## src/rtl/mips_pkg.sv

```systemverilog
// Shared definitions for the MIPS memory-stage blocks.
//   dmem_state_t : responder FSM states (IDLE, WAIT, DONE)
//   WORD_W       : data word width in bits
//   BYTE_LANES   : byte lanes per word
//   lane_onehot  : byte-enable mask for a single lane
package mips_pkg;

    localparam int WORD_W     = 32;
    localparam int BYTE_LANES = 4;

    typedef enum logic [1:0] {
        IDLE,
        WAIT,
        DONE
    } dmem_state_t;

    function automatic logic [BYTE_LANES-1:0] lane_onehot(input logic [1:0] lane);
        logic [BYTE_LANES-1:0] oh;
        oh       = '0;
        oh[lane] = 1'b1;
        return oh;
    endfunction

endpackage

```

## src/rtl/dmem_array.sv

```systemverilog
// Word-addressed data RAM with an asynchronous read port and a synchronous
// byte-enabled write port sharing one address.
// Ports:
//   clk     : rising-edge clock
//   we_i    : write enable
//   be_i    : byte enables, one bit per lane
//   addr_i  : word index
//   wdata_i : write data (each lane taken from its own byte position)
//   rdata_o : combinational read data at addr_i
module dmem_array
    import mips_pkg::*;
#(
    parameter int DEPTH = 64,
    localparam int AW   = $clog2(DEPTH)
) (
    input  logic                  clk,
    input  logic                  we_i,
    input  logic [BYTE_LANES-1:0] be_i,
    input  logic [AW-1:0]         addr_i,
    input  logic [WORD_W-1:0]     wdata_i,
    output logic [WORD_W-1:0]     rdata_o
);

    logic [WORD_W-1:0] mem_q [DEPTH];

    // NOTE: storage arrays get no reset; clearing thousands of words costs a
    // reset fan-out for contents the software never relies on.
    always_ff @(posedge clk) begin
        for (int i = 0; i < BYTE_LANES; i++) begin
            if (we_i && be_i[i]) begin
                mem_q[addr_i][i*8 +: 8] <= wdata_i[i*8 +: 8];
            end
        end
    end

    assign rdata_o = mem_q[addr_i];

endmodule

```

## src/rtl/dmem_responder.sv

```systemverilog
// Memory-stage data-memory responder: services one load or store per request
// from an internal RAM, stalling the pipeline for LATENCY cycles.
// Optional feature: define DMEM_BYTE_WRITE_EN to enable sbM byte stores.
// Ports:
//   clk, reset  : clock, synchronous active-high reset
//   memreadM    : load request
//   memwriteM   : store request (wins over memreadM)
//   sbM         : store-byte qualifier (byte-write build only)
//   aluoutM     : byte address
//   writedataM  : store data
//   readdataM   : load data, non-zero only in the completion cycle
//   stallM      : pipeline hold while an access is pending
//   misalignM   : completion-cycle pulse for a misaligned word access
module dmem_responder
    import mips_pkg::*;
#(
    parameter int DEPTH   = 64,
    parameter int LATENCY = 2
) (
    input  logic              clk,
    input  logic              reset,
    input  logic              memreadM,
    input  logic              memwriteM,
    input  logic              sbM,
    input  logic [WORD_W-1:0] aluoutM,
    input  logic [WORD_W-1:0] writedataM,
    output logic [WORD_W-1:0] readdataM,
    output logic              stallM,
    output logic              misalignM
);

    localparam int         AW       = $clog2(DEPTH);
    localparam logic [3:0] CNT_INIT = (LATENCY > 0) ? 4'(LATENCY - 1) : 4'd0;

    dmem_state_t state_q, state_d;
    logic [3:0]  cnt_q, cnt_d;

    logic                  req;
    logic                  is_load;
    logic                  byte_st;
    logic                  misaligned;
    logic                  complete;
    logic                  wr_en;
    logic [BYTE_LANES-1:0] wr_be;
    logic [WORD_W-1:0]     wr_data;
    logic [WORD_W-1:0]     rd_data;
    logic                  unused_bits;

    assign req     = memreadM | memwriteM;
    assign is_load = memreadM & ~memwriteM;

`ifdef DMEM_BYTE_WRITE_EN
    assign byte_st     = memwriteM & sbM;
    assign unused_bits = ^aluoutM[WORD_W-1:AW+2];
`else
    assign byte_st     = 1'b0;
    assign unused_bits = ^{aluoutM[WORD_W-1:AW+2], sbM};
`endif

    // Byte stores are exempt from the alignment rule; every other access is a word access.
    assign misaligned = req & ~byte_st & (aluoutM[1:0] != 2'b00);

    // NOTE: every signal written below gets a default first so no path leaves
    // it unassigned, which would otherwise infer a latch.
    always_comb begin
        state_d  = state_q;
        cnt_d    = cnt_q;
        stallM   = 1'b0;
        complete = 1'b0;
        case (state_q)
            IDLE: begin
                if (req) begin
                    if (LATENCY == 0) begin
                        complete = 1'b1;
                    end else begin
                        stallM  = 1'b1;
                        cnt_d   = CNT_INIT;
                        state_d = (LATENCY == 1) ? DONE : WAIT;
                    end
                end
            end
            WAIT: begin
                stallM = 1'b1;
                if (cnt_q == 4'd1) begin
                    state_d = DONE;
                end else begin
                    cnt_d = cnt_q - 4'd1;
                end
            end
            DONE: begin
                complete = 1'b1;
                state_d  = IDLE;
            end
            default: state_d = IDLE;
        endcase
        // Outputs stay quiet and nothing commits while reset is asserted.
        if (reset) begin
            stallM   = 1'b0;
            complete = 1'b0;
        end
    end

    // NOTE: sequential state uses non-blocking assignments so every register
    // samples pre-edge values regardless of process ordering.
    always_ff @(posedge clk) begin
        if (reset) begin
            state_q <= IDLE;
            cnt_q   <= '0;
        end else begin
            state_q <= state_d;
            cnt_q   <= cnt_d;
        end
    end

    assign wr_en     = complete & memwriteM & ~misaligned;
    assign wr_be     = byte_st ? lane_onehot(aluoutM[1:0]) : {BYTE_LANES{1'b1}};
    assign wr_data   = byte_st ? {BYTE_LANES{writedataM[7:0]}} : writedataM;
    assign readdataM = (complete & is_load & ~misaligned) ? rd_data : '0;
    assign misalignM = complete & misaligned;

    dmem_array #(
        .DEPTH (DEPTH)
    ) u_array (
        .clk     (clk),
        .we_i    (wr_en),
        .be_i    (wr_be),
        .addr_i  (aluoutM[AW+1:2]),
        .wdata_i (wr_data),
        .rdata_o (rd_data)
    );

endmodule

```

## config.mk

```make
export PLATFORM = sky130hd
export DESIGN_NAME = dmem_responder
export DESIGN_NICKNAME = d
export VERILOG_FILES = /design/src/rtl/mips_pkg.sv /design/src/rtl/dmem_array.sv /design/src/rtl/dmem_responder.sv
export SDC_FILE = /design/constraint.sdc
export NUM_CORES = 2
export LEC_CHECK = 0
export BUFFER_PORTS_ARGS = -buffer_cell sky130_fd_sc_hd__buf_4
export CORE_MARGIN = 2
export CORE_UTILIZATION = 50
export CTS_CLUSTER_SIZE = 40
export DETAILED_ROUTE_END_ITERATION = 8
export HOLD_SLACK_MARGIN = 0.06
export MAX_ROUTING_LAYER = met4
export PLACE_DENSITY = 0.71
export SYNTH_ARGS = -nofsm -noshare
export SYNTH_HDL_FRONTEND = slang
export SYNTH_SLANG_ARGS = --single-unit
```

## constraint.sdc

```tcl
create_clock -name clk -period 3.69 [get_ports clk]
set_input_delay 0.1845 -clock clk [delete_from_list [all_inputs] [get_ports clk]]
set_output_delay 0.1845 -clock clk [all_outputs]
set_load 0.02 [all_outputs]
```

==> results.toml <==
[global_routing]
grt_pass1_vias = 44030
grt_usage = 0.2843
antenna_found_initial = 17
grt_pass1_wl_um = 315300
grt-ovfl-total = 0
grt_max_degree = 86

[synthesis]
yosys_warnings = 0
postSynthCellCount = 4406
syn_area_mm2 = 0.07771
synth_top_area_share = 0.7914
avgSynthCellArea_um2 = 17.64
synthArstFlopShare = 0
synth_commonest_cells = "2,048 x edfxtp_1, 566 x a22oi_1, 232 x a221oi_1, 232 x o22ai_1, 181 x nor2_1"
synth_flop_cell = "edfxtp_1"
yosysTopAreaCell = "edfxtp_1"
synth_area_leaders = "edfxtp_1 79%, a22oi_1 5.5%, a221oi_1 2.6%, o22ai_1 1.9%, mux2_2 1.3%"
synth_fp_nets = 4477
synth.most_common_cell = "edfxtp_1"
synth_edf_count = 2048
synth_seq_area_share = 0.7929
ys_seq_elements = 2054
synthDistinctLibCells = 65

[clocking]
root_buffer = "clkbuf_16"
cts_max_path_buffers = 3
insertion_delay_ns = 0.82
post_cts_buffers = 0
numCtsBuffers = 194
cts_max_level = 4
clk_pin_slew_worst_paths_ns = 0.06
clock-sinks = 2054
cts_tree = "built"

[outcome]
outcome = "finished clean"

[die]
die_area_mm2 = 0.1586
rows = 144
start_util = 0.5039
core-area_mm2 = 0.1542
chipHeight_um = 398.2
die_w_um = 398.2
pin_count = 103

[timing]
holdWs_ns = 0.1458
setup-violations-final = 0
slew_headroom = 0.2403
max_freq_ghz = 0.2802
rsz0062_at_grt = "no"
report.final.slew_viol_count = 0
fin_crit_ns = 3.569
worstMarginPinSlew_ns = 1.135
period_share = 0.9673
fin_skew_ns = 0.03591
fin_setup_tns_ns = 0
hold_viol_final = 0

[drt]
route.detailed.drc = 0
drtIter0Drc = 7445
drtAntennaViolNets = 0
vias_per_cell = 6.797
wl_um = 221500
drt-pass1-iter-count = 7
wl_per_cell_um = 32.33
num_vias = 46570

[critical_path]
rr_worst_depth = 7
crit_path_cell_trace = "buf_6 > nor2_4 > buf_12 > buf_4 > buf_4 > a22oi_1 > o21ai_0 > a211oi_1 > buf_4 > a21boi_0 > a31oi_1 > buf_4"
r2r_start = "state_q[1]"
cpMaxStageDelayCell = "a211oi_1"
critPathLaunchType = "input pin"
r2r_end = "u_array.mem_q[53][29]"
path_common_cell = "buf_4"
criticalPathCategory = "in -> out"
cp.arrival_ns = 3.38
endpoint_kind = "output port"
r2r_slack_ns = 0.27
worstPathRequired_ns = 3.51
cp_slowest_stage_delay_ns = 0.58
cp_max_fo = 29

[power_and_ir_drop]
p_leak_nw = 27.61
powerDensity_mw_per_mm2 = 534.1
vdd_drop_max_v = 0.0004741

[placed_design]
placed_cells = 6444
port_buffers = 77
postPlaceCellArea_mm2 = 0.08256
gp_congestion = 0.9261
hpwl_um = 128200

[worst_hold_path]
hold_path_class = "in -> reg"
min_from = "reset"
hold_path_depth = 3
holdPathEnd = "state_q[1]"

[job]
max-cap-violations = 0

[layout]
final_area_mm2 = 0.08912
layoutNonFillerInstCount = 6851
multi_input_area_mm2 = 0.01508
fin_util = 0.5778
syn2layout_area_growth_pct = 14.68
drive_gt1_frac = 0.1706
nets = 4704
fillers = 11320
seqCellArea_mm2 = 0.06162
-- worst max-delay path, delay by kind of cell --
| family | cells | cell delay (ns) |
|---|---|---|
| AOI/OAI and AO/OA | 5 | 1.51 |
| buffers and inverters | 6 | 1.52 |
| and+or+nand+nor | 1 | 0.12 |
-- flip-flops by register name, summed over array words and instances, names as in the netlist --
register	cells
cnt_q	4
state_q	2
u_array.mem_q	2048
-- cells by family (layout without fill, tap and decap cells) --
group | after synthesis | in the layout | share of synthesized area
AND/OR/NAND/NOR | 418 | 418 | 0.02526
multiplexers | 201 | 201 | 0.02835
flip-flops | 2054 | 2054 | 0.7929
XOR/XNOR | 2 | 2 | 0.0002254
buffers and inverters | 343 | 726 | 0.02030
other | 0 | 18 | 0
adder cells (fa/ha/maj) | 2 | 2 | 0.0003220
AO/OA/AOI/OAI | 1386 | 1386 | 0.1326
-- report_power, final --
part,switching [mW],leakage [nW],total [mW],internal [mW]
logic,1.76,6.18,2.46,0.697
clock network,8.51,2.99,19.5,11.0
registers,0.0118,18.4,25.7,25.7
total,10.3,27.6,47.6,37.3
-- layer usage --
layer,track usage,share of wire
met5,-,0
met3,0.08828,0.14
met4,0.08726,0.033
met1,0.3844,0.38
met2,0.4149,0.45
-- worst max path at each step --
stage / startpoint / end / slack, ns / cells after the start
after CTS: u_array.mem_q[6][30] / readdataM[30] / 0.15 / 8
after global routing: u_array.mem_q[2][30] / readdataM[30] / 0.09 / 8
after floorplan: state_q[1] / u_array.mem_q[12][0] / 0.42 / 6
after global placement: aluoutM[2] / readdataM[2] / 0.31 / 12
final: aluoutM[2] / readdataM[2] / 0.12 / 12
after detailed placement: aluoutM[3] / readdataM[2] / 0.32 / 9
-- layout by cell type, fill, tap and decap left out, types with 49 or more instances in the layout --
cell,instances
a22oi_1,566
o21ai_0,49
a21oi_1,79
mux2i_1,102
o22ai_1,232
buf_4,265
a31oi_1,59
clkbuf_16,197
edfxtp_1,2048
buf_12,62
nand2_1,81
a221oi_1,232
nor2_4,67
mux2_2,93
nor2_1,115
-- stage by stage --
stage                     total power [mW]  worst slack [ns]
after floorplan                      27.34            0.4231
after global placement               28.47            0.3116
after detailed placement             28.52            0.3238
after CTS                            47.61            0.1484
after global routing                 48.68           0.09088
final                                47.60            0.1207
-- final cells by class --
class,instances,area share
antenna,18,0.0005054
tap,2044,0.02870
timing repair buffer,367,0.04087
clock inverter,119,0.01212
multi-input combinational,2009,0.1693
clock buffer,233,0.05683
sequential,2054,0.6914
inverter,7,0.0003089
-- what timing repair did --
item	CTS	global route
endpoints found under the hold margin	1945	0
gates resized for setup	0	0
hold buffers	37	0
No activity file was read; power rests on OpenSTA's default activity.
